--- config.mk ---
export PLATFORM = sky130hd
export DESIGN_NAME = cdc_pulse_tx
export DESIGN_NICKNAME = d
export VERILOG_FILES = /design/src/rtl/cdc_pulse_tx_pkg.sv /design/src/rtl/cdc_sync.sv /design/src/rtl/cdc_pulse_tx.sv
export SDC_FILE = /design/constraint.sdc
export NUM_CORES = 1
export LEC_CHECK = 0
export BUFFER_PORTS_ARGS = -buffer_cell sky130_fd_sc_hd__buf_2
export CORE_AREA = 4 4 41 43
export CTS_BUF_LIST = sky130_fd_sc_hd__clkbuf_8
export DETAILED_ROUTE_END_ITERATION = 12
export DIE_AREA = 0 0 45 47
export PLACE_DENSITY = 0.64
export SYNTH_ARGS = -nofsm -noshare
export SYNTH_HDL_FRONTEND = slang
export SYNTH_SLANG_ARGS = --single-unit
--- constraint.sdc ---
create_clock -name clk -period 3.03 [get_ports clk]
set_clock_uncertainty 0.05 [all_clocks]
set_input_delay 0.4545 -clock clk [delete_from_list [all_inputs] [get_ports clk]]
set_output_delay 0.4545 -clock clk [all_outputs]
set_load 0.02 [all_outputs]
--- src/rtl/cdc_pulse_tx_pkg.sv ---
// Shared helpers for the toggle-based pulse crossing (source side).
package cdc_pulse_tx_pkg;

  // Width of a down-counter loaded with n-1; never narrower than one bit.
  function automatic int hold_width(input int n);
    return (n > 1) ? $clog2(n) : 1;
  endfunction

endpackage

--- src/rtl/cdc_sync.sv ---
// Plain multi-flop synchroniser for a slow-changing level. It has no reset:
// the chain settles on its own after a few clocks.
module cdc_sync #(
  parameter int STAGES = 2,
  parameter int WIDTH  = 1
) (
  input  logic             clk,
  input  logic [WIDTH-1:0] d_i,
  output logic [WIDTH-1:0] q_o
);

  logic [WIDTH-1:0] sync_q [STAGES];

  // Shift the asynchronous level through STAGES flops.
  always_ff @(posedge clk) begin
    sync_q[0] <= d_i;
    for (int i = 1; i < STAGES; i++) begin
      sync_q[i] <= sync_q[i-1];
    end
  end

  assign q_o = sync_q[STAGES-1];

endmodule

--- src/rtl/cdc_pulse_tx.sv ---
// Source end of the toggle pulse crossing: each ipulse becomes one flip of
// otoggle. Levels are held at least HOLD_CYCLES clocks so the receiver can
// sample them; events arriving during a hold are queued in a counter.
// Optional macro CDC_PULSE_TX_ACK_EN adds the iack return path so that a new
// flip also waits for the previous level to be seen by the destination.
//
// Handshake: ipulse is a one-cycle strobe with no back-pressure; when the
// queue is full the event is dropped and ooverflow pulses for one cycle.
module cdc_pulse_tx
  import cdc_pulse_tx_pkg::*;
#(
  parameter int HOLD_CYCLES   = 4,
  parameter int PENDING_WIDTH = 4,
  parameter int SYNC_STAGES   = 2
) (
  input  logic                     clk,
  input  logic                     sreset,
  input  logic                     ipulse,
`ifdef CDC_PULSE_TX_ACK_EN
  input  logic                     iack,
`endif
  output logic                     otoggle,
  output logic                     obusy,
  output logic [PENDING_WIDTH-1:0] opending,
  output logic                     ooverflow
);

  localparam int HOLD_W = hold_width(HOLD_CYCLES);
  localparam logic [HOLD_W-1:0]        HOLD_LOAD = HOLD_W'(HOLD_CYCLES - 1);
  localparam logic [PENDING_WIDTH-1:0] PEND_MAX  = '1;

  logic                     toggle_q, toggle_d;
  logic [HOLD_W-1:0]        hold_q, hold_d;
  logic [PENDING_WIDTH-1:0] pending_q, pending_d;
  logic                     ovf_q, ovf_d;
  logic                     ack_ok;
  logic                     can_send, want, flip;

`ifdef CDC_PULSE_TX_ACK_EN
  logic ack_s;

  cdc_sync #(
    .STAGES (SYNC_STAGES),
    .WIDTH  (1)
  ) u_ack_sync (
    .clk (clk),
    .d_i (iack),
    .q_o (ack_s)
  );

  // The last level sent has come back through the destination.
  assign ack_ok = (ack_s == toggle_q);
`else
  localparam int unused_sync_stages = SYNC_STAGES;
  assign ack_ok = 1'b1;
`endif

  // Decide whether this edge flips and compute every next-state value.
  always_comb begin
    can_send  = (hold_q == '0) && ack_ok;
    want      = ipulse || (pending_q != '0);
    flip      = want && can_send;
    toggle_d  = toggle_q;
    hold_d    = (hold_q != '0) ? hold_q - HOLD_W'(1) : hold_q;
    pending_d = pending_q;
    ovf_d     = 1'b0;
    if (flip) begin
      toggle_d = ~toggle_q;
      hold_d   = HOLD_LOAD;
    end
    if (ipulse && !flip) begin
      if (pending_q != PEND_MAX) pending_d = pending_q + PENDING_WIDTH'(1);
      else                       ovf_d     = 1'b1;
    end else if (!ipulse && flip) begin
      pending_d = pending_q - PENDING_WIDTH'(1);
    end
  end

  // State registers with synchronous reset.
  always_ff @(posedge clk) begin
    if (sreset) begin
      toggle_q  <= 1'b0;
      hold_q    <= '0;
      pending_q <= '0;
      ovf_q     <= 1'b0;
    end else begin
      toggle_q  <= toggle_d;
      hold_q    <= hold_d;
      pending_q <= pending_d;
      ovf_q     <= ovf_d;
    end
  end

  assign otoggle   = toggle_q;
  assign ooverflow = ovf_q;
  assign opending  = pending_q;
  assign obusy     = (pending_q != '0) || (hold_q != '0);

endmodule

## Word level (Yosys, flattened, before mapping)

Cells that the tools add are included.

- Add/sub/neg operators: 3
- $mul: 0
- Divide/modulo/power cells: 0
- $lt $le $gt $ge: 0
- Eq/ne operators: 2
- Shifts and indexed selects: 0
- Multiplexer cells: 6
- Bitwise operators: 2
- Reduce and logical (&&, ||, !) cells: 14

Operators with widths:

| cell | count |
|---|---|
| $mux 4 | 3 |
| $reduce_bool 2->1 | 3 |
| $add 4x1->4 const B | 1 |
| $mux 2 | 2 |
| $ne 4x4->1 const B | 1 |
| $reduce_bool 4->1 | 1 |
| $sub 4x1->4 const B | 1 |
| $logic_and 1x1->1 | 3 |
| $logic_not 1->1 | 2 |
| $logic_not 2->1 | 1 |
| $logic_or 1x1->1 | 2 |
| $ne 2x1->1 const B | 1 |
| $not 1->1 | 2 |
| $reduce_and 2->1 | 1 |
| $reduce_or 2->1 | 1 |
| $sub 2x1->2 const B | 1 |
| $mux 1 | 1 |

- Flip-flop bits (word level): 8
- Bits in latches: 0
- Bits in writable memories: 0
- Memory bits (read-only): 0
- Output and inout port bits: 7
- Logic and storage cells: 31
- Memories: 0

## Logic depth before layout (Yosys ltp)

- Word-level depth: 7
- Mapped depth: 9
- Mapped depth without buffers: 9

## Least setup slack after synthesis

OpenSTA, ideal clock, no wires.

- Kind: flip-flop to flip-flop
- Start point: reg hold_q[0]
- End point: reg pending_q[3] (netlist: opending[3])
- Library setup time: 0.070 ns
- Arrival time: 1.975 ns
- Setup slack: 0.935 ns
- Stages on the path, launching flop included: 10
- Buffers on the path: 0
- Period minus slack after synthesis: 2.095 ns
- Path through: dfxtp_1 inv_1 ha_1 and2b_4 inv_1 ha_1 o21ai_0 a21oi_1 or4_1 a21oi_1

- Cells in the longest elaborated chain, start to end: 6
- Elaborated cells on any way between the ends: 9

Ends and longest elaborated chain:

| what | line | RTL |
|---|---|---|
| from (decl) | cdc_pulse_tx.sv:33 | `logic [HOLD_W-1:0] hold_q, hold_d;` |
| from (signal assigned) | cdc_pulse_tx.sv:88 | `hold_q <= hold_d;` |
| $logic_not 2->1 (*) | cdc_pulse_tx.sv:60 | `can_send = (hold_q == '0) && ack_ok;` |
| $logic_and 1x1->1 (*) | cdc_pulse_tx.sv:62 | `flip = want && can_send;` |
| $logic_not 1->1 | cdc_pulse_tx.sv:71 | `if (ipulse && !flip) begin` |
| $logic_and 1x1->1 | cdc_pulse_tx.sv:71 |  |
| $ne 2x1->1 (no source line) / $reduce_bool 2->1 (equally long branches) | -- |  |
| $reduce_and 2->1 (no source line) | -- |  |
| to (signal assigned) | cdc_pulse_tx.sv:89 | `pending_q <= pending_d;` |
| to (decl) | cdc_pulse_tx.sv:34 | `logic [PENDING_WIDTH-1:0] pending_q, pending_d;` |

Every way passes the cells marked *; elsewhere a longest branch is shown, timed or not.
A chain may end at the register's enable or synchronous reset.

## Worst setup path after layout

Same ends and word-level chain as after synthesis.

==> results.txt <==
- The flow ran to the end, and the final reports show no timing, DRC or antenna violations.
- Setup repair after global routing missed its margin: false
- The worst setup path is captured at a register.
- Total power: 0.664 mW
- Post-detailed-placement half-perimeter wirelength: ~630 um
- In this run, placement finished with an instance count of 72.
- In this run the worst path has a maximum fanout of 6.
- The clock net in this run drives a total of 8 sinks.
- Vias: 384
- The critical path starts at hold_q[0].
* Synth Cell Area: approximately 450 sq um
* CTS buffer count: 3
- At the worst endpoint, the arrival time is 2350 ps.
- Post-layout min period: about 2200 ps
- Overall overflow remaining after global route: 0
- Clk buf depth: 2
* Count of antenna-violating nets left after detailed routing: 0
- For this run, the register share of the synthesized area comes to between 30 and 40%.
- Chip Height: 47 um
* Non-filler cells in the finished layout: 75
- First DRT Iteration DRCs: 6
* Highest clock rate: 447 MHz
* Wire length of the first global-routing pass: about 1500 um
- Max-cap check violation count: 0
* Cell taking the most area after synthesis: sky130_fd_sc_hd__dfxtp_1
- Data on the critical path is required at its endpoint by 3140 ps.
- Synthesis handed over a netlist of 50 instances.
* DP Worst Slack: 799 ps
- Number of levels the H-tree was split into: 1
* Relative slew margins: 69.3%
- Flip-flop and latch count after synthesis: 8
- Vias per cell: 5.12
* Mean post-synth cell area: 8.93 sq um
- Power Density: 1230 mW/mm^2
- The floorplan step defined a die boundary enclosing 0.00212 sq mm.
* Worst vdd ir: approximately 0.6 mV
* # diodes: 0
- Logic depth of the worst register-to-register path: 9
- Worst setup slack after layout: 792 ps
- First drt pass iteration count: 3
- DRC Markers: 0
- Number of nets in the synthesized netlist: between 50 and 60
- The region available for standard cell placement spans 0.00130 sq mm.
- Fraction of final layout cells sized beyond drive strength 1: around a quarter
- Count of standard-cell rows: 13
* Final layout net count: ~70
- The worst setup path is launched from a register.
* Setup bufs post-CTS: 0
- Setup violations remaining at the end of the flow were counted as 0.
* Routed wirelength normalized by instance count: 11.2 um
- Number of hold-slack violations in the final timing report: 0
* CTS Root Cell: sky130_fd_sc_hd__clkbuf_8
- TritonCTS built the clock tree.
- Adding up every negative setup slack in the final design gives 0 ps.
- By area the synthesized netlist is led by sky130_fd_sc_hd__dfxtp_1 36%, sky130_fd_sc_hd__ha_1 8.4%, sky130_fd_sc_hd__xnor2_1 5.9%.
- The top cell type by area accounts for 35.9% of the synthesized area.
* Classification of the worst setup path: register to register
- Number of library cell types mapped by synthesis: 26
- The congestion estimate from routability-driven global placement came to 0.713.
- For this run, the number of Yosys warnings is 0.
* Leakage power of the design: 0.233 nW
- The worst hold path was traced through 2 stages.
* Total of buffers placed on input and output ports: 9
* Launch instance of the worst register-to-register path: hold_q[0]
* Min-Delay Path Class: input port to register
- The final critical path takes up 73.9% of the cycle.
* Via count of the first global-routing pass: between 300 and 400
- Once the clock tree was built, the resizer swapped 0 gates to a different size.
- Critical hold path startpoint: sreset
* Die W: about 45 um
- Tightest Pin Transition: 456 ps
- In this run the count of I/O pins placed on the die edge is 10.
* Total count of max-transition violations in the final report: 0
* Number of antenna violations at the first check in global routing: 0
- Reg clk slew, reported paths: around 40 ps
- For this configuration, the core starts out at a cell density of about 34%.
- Relative to the synthesized area, the layout overhead comes to 21.0%.
- Maximum number of pins on one net before global-route repair: 10
- Clock latency on the worst-skew pair, taken at its later pin, is 230 ps.
- Number of hold buffers added after CTS: 0
- GRT Total Usage: 10.5%
- For this block, the routed nets add up to 839 um of wire.
cells in the mapped netlist, drive strengths merged:
master   instances
nand2b           1
a211oi           1
nand3b           1
a2bb2oi          1
inv              5
a311oi           1
nand2            3
o2bb2ai          1
o21ai            1
mux2i            1
o31ai            2
and2b            1
xnor2            3
buf              2
or4              1
xor2             1
dfxtp            8
nand4            1
ha               3
a21boi           1
nor3             1
nor4             1
nand3            1
a21oi            4
nor2             4
power by group:
group          internal (mW)  switching (mW)  leakage [nW]
registers              0.145          0.0464        0.0661
clock network         0.0860          0.0415        0.0216
logic                  0.155           0.190         0.145
sequential cells by signal, indices dropped and copies added, names as in the netlist:
register / flops
hold_q: 2
ooverflow: 1
opending: 4
otoggle: 1
critical path, cell delays in order (launching register included):
cell,delay [ps]
sky130_fd_sc_hd__dfxtp_1,290
sky130_fd_sc_hd__inv_1,60
sky130_fd_sc_hd__ha_1,260
sky130_fd_sc_hd__and2b_4,310
sky130_fd_sc_hd__inv_1,80
sky130_fd_sc_hd__ha_1,320
sky130_fd_sc_hd__o21ai_0,100
sky130_fd_sc_hd__a21oi_1,110
sky130_fd_sc_hd__or4_1,460
sky130_fd_sc_hd__a21oi_1,140
layout make-up:
type / count / area [sq um]
well taps: 15 / 18.8
inverters: 5 / 18.8
flip-flops and latches: 8 / 160
repair buffers: 9 / 45.0
multi-input cells: 35 / 256
fillers: 137 / 761
clock buffers: 3 / 41.3
stage by stage:
step	instance area [sq um]	hold WS (ps)	utilization, %
floorplan	447	428	-
global placement	499	439	38.4
detailed placement	499	452	38.4
CTS	541	445	41.5
global route	541	473	41.5
finish	541	449	41.5
per-layer routing:
metal	GRT usage, %	wire [um]	vias to the layer above
li1	-	-	198
met4	8.77	29	0
met5	0	0	-
met3	4.60	72	5
met2	16.4	378	11
met1	11.0	359	170
cells by family (layout without fill, tap and decap cells):
| family | count (synthesis) | in the layout | synth area share, % |
|---|---|---|---|
| simple gates | 15 | 15 | 19.3 |
| compound gates | 12 | 12 | 19.6 |
| flops | 8 | 8 | 35.9 |
| buf+inv | 7 | 17 | 6.72 |
| xor+xnor | 4 | 4 | 7.84 |
| fa+ha+maj | 3 | 3 | 8.40 |
| mux | 1 | 1 | 2.24 |
path summary, 6_finish.rpt:
path | to | slack, ps
worst max-delay path | opending[3] | 790
worst min-delay path | opending[3] | 450
worst max register to register | opending[3] | 790
worst min register to register | hold_q[1] | 460
placed cells by master, fill, tap and decap left out:
cell type and instances:
sky130_fd_sc_hd__o2bb2ai_1 1, sky130_fd_sc_hd__dfxtp_1 8, sky130_fd_sc_hd__a2bb2oi_2 1, sky130_fd_sc_hd__a21oi_1 4, sky130_fd_sc_hd__o31ai_1 2, sky130_fd_sc_hd__clkbuf_8 3, sky130_fd_sc_hd__a311oi_1 1, sky130_fd_sc_hd__a211oi_1 1
sky130_fd_sc_hd__nand4_1 1, sky130_fd_sc_hd__ha_1 3, sky130_fd_sc_hd__inv_1 5, sky130_fd_sc_hd__xor2_1 1, sky130_fd_sc_hd__or4_1 1, sky130_fd_sc_hd__nand2b_1 1, sky130_fd_sc_hd__nor3_1 1, sky130_fd_sc_hd__o21ai_0 1
sky130_fd_sc_hd__nor4_2 1, sky130_fd_sc_hd__buf_2 9, sky130_fd_sc_hd__nand3_1 1, sky130_fd_sc_hd__mux2i_1 1, sky130_fd_sc_hd__and2b_4 1, sky130_fd_sc_hd__xnor2_1 3, sky130_fd_sc_hd__a21boi_0 1, sky130_fd_sc_hd__nor2_1 4
sky130_fd_sc_hd__nand3b_1 1, sky130_fd_sc_hd__nand2_1 3
Power figures use the tool's default switching activity.
